**src/rtl/fpu_cmd_seq_if.sv**
```systemverilog
// Byte-link and FPU-side signal bundle for the FPU command sequencer.
// The slave view belongs to the sequencer. The master view belongs to the host/FPU side.
interface fpu_cmd_seq_if;
  logic [7:0]  rx_data;
  logic        rx_valid;
  logic        rx_ready;
  logic [7:0]  tx_data;
  logic        tx_valid;
  logic        tx_ready;
  logic [31:0] fpu_a;
  logic [31:0] fpu_b;
  logic [1:0]  fpu_zt;
  logic [31:0] fpu_s;

  modport slave (
    input  rx_data, rx_valid, tx_ready, fpu_s,
    output rx_ready, tx_data, tx_valid, fpu_a, fpu_b, fpu_zt
  );

  modport master (
    output rx_data, rx_valid, tx_ready, fpu_s,
    input  rx_ready, tx_data, tx_valid, fpu_a, fpu_b, fpu_zt
  );
endinterface

```
**src/rtl/fpu_cmd_seq.sv**
```systemverilog
// Receives a 9-byte command frame and drives the FPU with stable operands.
// After waiting out the FPU latency, it streams a 5-byte status/result response.
module fpu_cmd_seq #(
  parameter int unsigned FPU_LAT = 2,
  parameter int unsigned TIMEOUT = 50000
) (
  input  logic         clk,
  input  logic         rst,
  fpu_cmd_seq_if.slave bus,
  output logic         busy,
  output logic [7:0]   err_count
);

  localparam int unsigned WAIT_W = (FPU_LAT > 1) ? $clog2(FPU_LAT) : 1;
  localparam int unsigned TO_W   = $clog2(TIMEOUT + 1);

  typedef enum logic [2:0] {
    S_IDLE,
    S_RX,
    S_EXEC,
    S_CAP,
    S_RESP
  } state_t;

  state_t             r_state;
  state_t             w_next;

  logic               r_rx_ready;
  logic               r_tx_valid;
  logic [7:0]         r_tx_data;
  logic [31:0]        r_fpu_a;
  logic [31:0]        r_fpu_b;
  logic [1:0]         r_fpu_zt;
  logic [7:0]         r_err_count;
  logic [7:0]         r_opcode;
  logic [55:0]        r_shift;
  logic [3:0]         r_idx;
  logic [TO_W-1:0]    r_idle_cnt;
  logic [WAIT_W-1:0]  r_wait;
  logic [31:0]        r_result;
  logic [2:0]         r_tx_idx;

  logic               w_rx_fire;
  logic               w_tx_fire;
  logic               w_op_ok;
  logic               w_last;
  logic               w_timeout;
  logic               w_err_inc;

  assign w_rx_fire = bus.rx_valid && r_rx_ready;
  assign w_tx_fire = r_tx_valid && bus.tx_ready;
  assign w_op_ok   = (r_opcode >= 8'h01) && (r_opcode <= 8'h04);
  assign w_last    = (r_state == S_RX) && w_rx_fire && (r_idx == 4'd8);
  assign w_timeout = (r_state == S_RX) && !w_rx_fire &&
                     (r_idle_cnt == TO_W'(TIMEOUT - 1));
  assign w_err_inc = w_timeout || (w_last && !w_op_ok);

  // NOTE: next state gets its default first so no path leaves it unassigned (no latch).
  always_comb begin
    w_next = r_state;
    case (r_state)
      S_IDLE: if (w_rx_fire) w_next = S_RX;
      S_RX: begin
        if (w_last)         w_next = w_op_ok ? S_EXEC : S_RESP;
        else if (w_timeout) w_next = S_IDLE;
      end
      S_EXEC: if (r_wait == '0) w_next = S_CAP;
      S_CAP:  w_next = S_RESP;
      S_RESP: if (w_tx_fire && (r_tx_idx == 3'd4)) w_next = S_IDLE;
      default: w_next = S_IDLE;
    endcase
  end

  // NOTE: every register uses non-blocking assignment so all update from pre-edge values.
  always_ff @(posedge clk) begin
    if (rst) r_state <= S_IDLE;
    else     r_state <= w_next;
  end

  always_ff @(posedge clk) begin
    if (rst) begin
      r_rx_ready  <= 1'b0;
      r_tx_valid  <= 1'b0;
      r_tx_data   <= 8'h00;
      r_fpu_a     <= 32'h0;
      r_fpu_b     <= 32'h0;
      r_fpu_zt    <= 2'b01;
      r_err_count <= 8'h00;
      r_opcode    <= 8'h00;
      r_shift     <= '0;
      r_idx       <= 4'd0;
      r_idle_cnt  <= '0;
      r_wait      <= '0;
      r_result    <= 32'h0;
      r_tx_idx    <= 3'd0;
    end else begin
      // Registered ready follows the state being entered, so it is clean out of reset.
      r_rx_ready <= (w_next == S_IDLE) || (w_next == S_RX);

      case (r_state)
        S_IDLE: begin
          if (w_rx_fire) begin
            r_opcode   <= bus.rx_data;
            r_idx      <= 4'd1;
            r_idle_cnt <= '0;
          end
        end
        S_RX: begin
          if (w_rx_fire) begin
            r_shift    <= {r_shift[47:0], bus.rx_data};
            r_idx      <= r_idx + 1'b1;
            r_idle_cnt <= '0;
            if (r_idx == 4'd8) begin
              if (w_op_ok) begin
                r_fpu_a  <= r_shift[55:24];
                r_fpu_b  <= {r_shift[23:0], bus.rx_data};
                r_fpu_zt <= r_opcode[1:0];
                r_wait   <= WAIT_W'(FPU_LAT - 1);
              end else begin
                r_result   <= 32'h0;
                r_tx_data  <= 8'h01;
                r_tx_valid <= 1'b1;
                r_tx_idx   <= 3'd0;
              end
            end
          end else begin
            r_idle_cnt <= r_idle_cnt + 1'b1;
          end
        end
        S_EXEC: begin
          if (r_wait != '0) r_wait <= r_wait - 1'b1;
        end
        S_CAP: begin
          r_result   <= bus.fpu_s;
          r_tx_data  <= 8'h00;
          r_tx_valid <= 1'b1;
          r_tx_idx   <= 3'd0;
        end
        S_RESP: begin
          // Result bytes leave MSB first by shifting the captured word up.
          if (w_tx_fire) begin
            r_tx_idx <= r_tx_idx + 1'b1;
            if (r_tx_idx == 3'd4) begin
              r_tx_valid <= 1'b0;
            end else begin
              r_tx_data <= r_result[31:24];
              r_result  <= {r_result[23:0], 8'h00};
            end
          end
        end
        default: ;
      endcase

      if (w_err_inc && (r_err_count != 8'hFF)) r_err_count <= r_err_count + 1'b1;
    end
  end

  assign bus.rx_ready = r_rx_ready;
  assign bus.tx_valid = r_tx_valid;
  assign bus.tx_data  = r_tx_data;
  assign bus.fpu_a    = r_fpu_a;
  assign bus.fpu_b    = r_fpu_b;
  assign bus.fpu_zt   = r_fpu_zt;
  assign busy         = (r_state != S_IDLE);
  assign err_count    = r_err_count;

endmodule

```
**src/flat_wrapper.sv**
```systemverilog
// flat-port wrapper written by rule: the top's interface ports become plain ports
module fpu_cmd_seq_flat 
#(
  parameter int unsigned FPU_LAT = 2,
  parameter int unsigned TIMEOUT = 50000
)
  (clk, rst, busy, err_count, bus_rx_data, bus_rx_valid, bus_tx_ready, bus_fpu_s, bus_rx_ready, bus_tx_data, bus_tx_valid, bus_fpu_a, bus_fpu_b, bus_fpu_zt);
  fpu_cmd_seq_if bus_i ();
  input  logic clk;
  input  logic rst;
  output logic busy;
  output logic [7:0] err_count;
  input wire logic [$bits(bus_i.rx_data)-1:0] bus_rx_data;
  input wire logic [$bits(bus_i.rx_valid)-1:0] bus_rx_valid;
  input wire logic [$bits(bus_i.tx_ready)-1:0] bus_tx_ready;
  input wire logic [$bits(bus_i.fpu_s)-1:0] bus_fpu_s;
  output wire logic [$bits(bus_i.rx_ready)-1:0] bus_rx_ready;
  output wire logic [$bits(bus_i.tx_data)-1:0] bus_tx_data;
  output wire logic [$bits(bus_i.tx_valid)-1:0] bus_tx_valid;
  output wire logic [$bits(bus_i.fpu_a)-1:0] bus_fpu_a;
  output wire logic [$bits(bus_i.fpu_b)-1:0] bus_fpu_b;
  output wire logic [$bits(bus_i.fpu_zt)-1:0] bus_fpu_zt;
  assign bus_i.rx_data = bus_rx_data;
  assign bus_i.rx_valid = bus_rx_valid;
  assign bus_i.tx_ready = bus_tx_ready;
  assign bus_i.fpu_s = bus_fpu_s;
  assign bus_rx_ready = bus_i.rx_ready;
  assign bus_tx_data = bus_i.tx_data;
  assign bus_tx_valid = bus_i.tx_valid;
  assign bus_fpu_a = bus_i.fpu_a;
  assign bus_fpu_b = bus_i.fpu_b;
  assign bus_fpu_zt = bus_i.fpu_zt;
  fpu_cmd_seq #(.FPU_LAT(FPU_LAT), .TIMEOUT(TIMEOUT)) u_core (.clk(clk), .rst(rst), .bus(bus_i), .busy(busy), .err_count(err_count));
endmodule
```
**config.mk**
```make
export PLATFORM = sky130hd
export DESIGN_NAME = fpu_cmd_seq_flat
export DESIGN_NICKNAME = d
export VERILOG_FILES = /design/src/rtl/fpu_cmd_seq_if.sv /design/src/rtl/fpu_cmd_seq.sv /design/src/flat_wrapper.sv
export SDC_FILE = /design/constraint.sdc
export NUM_CORES = 1
export LEC_CHECK = 0
export ABC_AREA = 1
export ABC_CLOCK_PERIOD_IN_PS = 1850
export BUFFER_PORTS_ARGS = -buffer_cell sky130_fd_sc_hd__buf_4
export CELL_PAD_IN_SITES_DETAIL_PLACEMENT = 0
export CELL_PAD_IN_SITES_GLOBAL_PLACEMENT = 1
export CORE_UTILIZATION = 40
export DETAILED_ROUTE_END_ITERATION = 12
export GPL_TIMING_DRIVEN = 0
export HOLD_SLACK_MARGIN = 0.06
export PLACE_DENSITY_LB_ADDON = 0.25
export SYNTH_ARGS = -nofsm -noshare
export SYNTH_HDL_FRONTEND = slang
export SYNTH_SLANG_ARGS = --single-unit
```
**constraint.sdc**
```tcl
create_clock -name clk -period 1.85 [get_ports clk]
set_clock_uncertainty 0.05 [all_clocks]
set_input_delay 0.37 -clock clk [delete_from_list [all_inputs] [get_ports clk]]
set_output_delay 0.37 -clock clk [all_outputs]
set_load 0.05 [all_outputs]
```
==> impl_metrics.env <==
export IMPL_drv_cap=0
export IMPL_relSlewSlack=0.571
export IMPL_multiInputGateArea_um2=3880
export IMPL_place_area_um2=9720
export IMPL_clockPowerShare=0.453
export IMPL_synth_area_um2=8420
export IMPL_cts_made_buffers=23
export IMPL_htreeDepth=1
export IMPL_grt_max_degree=13
export IMPL_start_util=0.412
export IMPL_port_buffers=127
export IMPL_wl_mm=23.1
export IMPL_drtIter0Drc=382
export IMPL_grt_ovfl_total=0
export IMPL_syn_avg_cell_area_um2=7.27
export IMPL_drtAntennaViolNets=0
export IMPL_async_flop_share=0
export IMPL_vias=7829
export IMPL_synth_edf_count=0
export IMPL_finalSetupViolCount=0
export IMPL_crit_type="flop to flop"
export IMPL_fin_area_um2=11000
export IMPL_nNetsFinal=1380
export IMPL_row_count=52
export IMPL_power_frac_comb=0.083
export IMPL_drc_errors=0
export IMPL_finalCriticalPeriod_ps=1760
export IMPL_seq_power_share=0.463
export IMPL_synthToLayoutAreaGrowth_pct=30.4
export IMPL_drv_slew=0
export IMPL_fmax_mhz=569
export IMPL_swShare=0.238
export IMPL_synth_ff_type="dfxtp_1"
export IMPL_antenna_found_initial=0
export IMPL_ys_seq_area_frac=0.492
export IMPL_p_int_mw=7.62
export IMPL_start_kind="flop"
export IMPL_n_antenna_cell=0
export IMPL_dieArea_um2=21600
export IMPL_cts_sinks=207
export IMPL_fillerInstances=2107
export IMPL_ir_worst_vdd_mv=0.571
export IMPL_worst_slew_pin_slew_ps=644
export IMPL_vias_per_cell=4.85
export IMPL_cts_root_buffer="clkbuf_16"
export IMPL_cts_path_max_buffers=3
export IMPL_p_per_area_nw_per_um2=910
export IMPL_grt_pass1_vias=7230
export IMPL_mostFrequentLayoutCell="nor2_1"
export IMPL_die_w_um=147
export IMPL_switching_power_mw=2.38
export IMPL_end_kind="flop"
export IMPL_cts_tree="yes"
export IMPL_syn_num_nets=1208
export IMPL_grt_pass1_wl_mm=36.3
export IMPL_status="finished clean"
export IMPL_io_pins=129
export IMPL_core_um2=20400
export IMPL_required_ps=2210
export IMPL_fp_dieH_um=147
export IMPL_drive_gt1_frac=0.213
export IMPL_postLayoutCoreUtil=0.538
export IMPL_seqCellArea_um2=4150
export IMPL_cts_clk_slew_worst_paths_ps=60
export IMPL_setup_tns_ps=0
export IMPL_synth_seq_cells=207
export IMPL_mostFrequentLayoutCells="311 x nor2_1, 199 x dfxtp_1, 161 x nand2_1"
export IMPL_yosysWarnings=0
export IMPL_drtPass1Iterations=4
export IMPL_leakage_nw=4.56
export IMPL_netlist_top_cell_by_area="dfxtp_1"
export IMPL_hold_viol_final=0
export IMPL_synth_distinct_cells=36
export IMPL_grt_use_total=0.206
export IMPL_place_gp_congestion=0.850
export IMPL_fin_ws_ps=93.6
export IMPL_syn_inst=1158
export IMPL_critical_path_arrival_ps=2110
export IMPL_hpwl_mm=16.3
export IMPL_insertion_delay_ps=510
export IMPL_critical_path_max_fanout=7
export IMPL_worstHoldPathType="input port to flop"
export IMPL_post_route_period_util=0.949
export IMPL_synth_top_area_frac=0.492
export IMPL_place_ws_ps=-611
export IMPL_synthTopCellsByArea="dfxtp_1 49%, nor2_1 14%, o21ai_0 8.7%"
export IMPL_post_drt_wl_per_cell_um=14.3
==> critical path: stages, from the launching register on <==
cell	delay, ps
dfxtp_1	320
inv_2	120
nand2_4	70
nor2_4	160
buf_4	140
nand3_4	100
buf_12	160
buf_4	130
nand3_2	130
buf_4	130
nand2_1	40
nand2_1	50
nor2_1	40
==> power groups by stage <==
stage	clock network [mW]	registers [mW]	logic, mW
floorplan	0	4.76	0.420
global route	4.79	4.64	0.923
CTS	4.62	4.63	0.749
global placement	0	4.72	0.725
finish	4.53	4.63	0.832
detailed placement	0	4.72	0.729
==> cells by family (layout without fill, tap and decap cells) <==
logic type,count (synthesis),count (layout),share of synthesized area
and+or+nand+nor,563,566,0.273
AOI/OAI and AO/OA,232,232,0.144
DFF,207,207,0.492
buffers and inverters,140,324,0.0719
xor gates and xnor gates,10,10,0.0104
adders and majority gates,6,6,0.00891
==> path summary, 6_finish.rpt <==
kind / start / to / slack [ps] / cells past startpoint
worst min-delay path: bus_fpu_s[3] / u_core.r_result[3]$_SDFFE_PP0P_ / 70 / 3
worst min register to register: u_core.r_idle_cnt[0]$_SDFFE_PP0P_ / u_core.r_idle_cnt[0]$_SDFFE_PP0P_ / 400 / 1
worst max-delay path: u_core.r_state[2]$_SDFF_PP0_ / u_core.r_result[12]$_SDFFE_PP0P_ / 90 / 12
worst max register to register: u_core.r_state[2]$_SDFF_PP0_ / u_core.r_result[12]$_SDFFE_PP0P_ / 90 / 12
==> repair_timing <==
item | 4_1_cts | 5_1_grt
gates cloned | 0 | 7
buffers inserted | 3 | 10
endpoints found under the hold margin | 2 | 0
pin swaps | 1 | 8
hold buffers | 2 | 0
gates resized for setup | 35 | 96
endpoints found under the setup margin | 130 | 143
==> final cells by class <==
class                           instances  share of cell area
Buffer                                 67              0.0367
Clock buffer                           35              0.0638
Clock inverter                          5             0.00490
Inverter                               71              0.0253
Multi-Input combinational cell        814               0.353
Sequential cell                       207               0.378
Tap cell                              270              0.0308
Timing Repair Buffer                  146               0.107
==> Yosys cell counts (all sizes together) (3+ instances only) <==
cell type and number:
nand2 174, inv 70, xor2 7, nand3 39, nor3 5, xnor2 3
a21oi 57, buf 28, o21ai 160, ha 6, clkbuf 41, a22o 8
nand4 24, nor2 321, dfxtp 207
==> metrics by stage <==
step           hold WS [ps]  std cells  total power [mW]
2_1_floorplan           379       1158              5.18
3_3_place_gp            395       1555              5.45
3_5_place_dp            397       1555              5.45
4_1_cts                60.1       1600              10.0
5_1_grt                74.7       1615              10.4
6_report               69.7       1615              10.0
==> registers in the layout, indices dropped and copies added, names as in the netlist <==
register             flops
u_core.r_shift          56
u_core.bus.fpu_a        32
u_core.bus.fpu_b        32
u_core.r_result         32
u_core.r_idle_cnt       16
u_core.bus.tx_data       8
u_core.err_count         8
u_core.r_opcode          8
u_core.r_idx             4
u_core.r_state           3
u_core.r_tx_idx          3
u_core.bus.fpu_zt        2
u_core.bus.rx_ready      1
u_core.bus.tx_valid      1
u_core.r_wait            1
==> layer usage <==
metal / GRT usage / share of wire / up-vias
li1: - / - / 4077
met1: 0.281 / 0.47 / 3558
met2: 0.340 / 0.47 / 164
met3: 0.0280 / 0.044 / 30
met4: 0.0546 / 0.017 / 0
met5: 0 / 0 / -
Power figures use the tool's default switching activity.
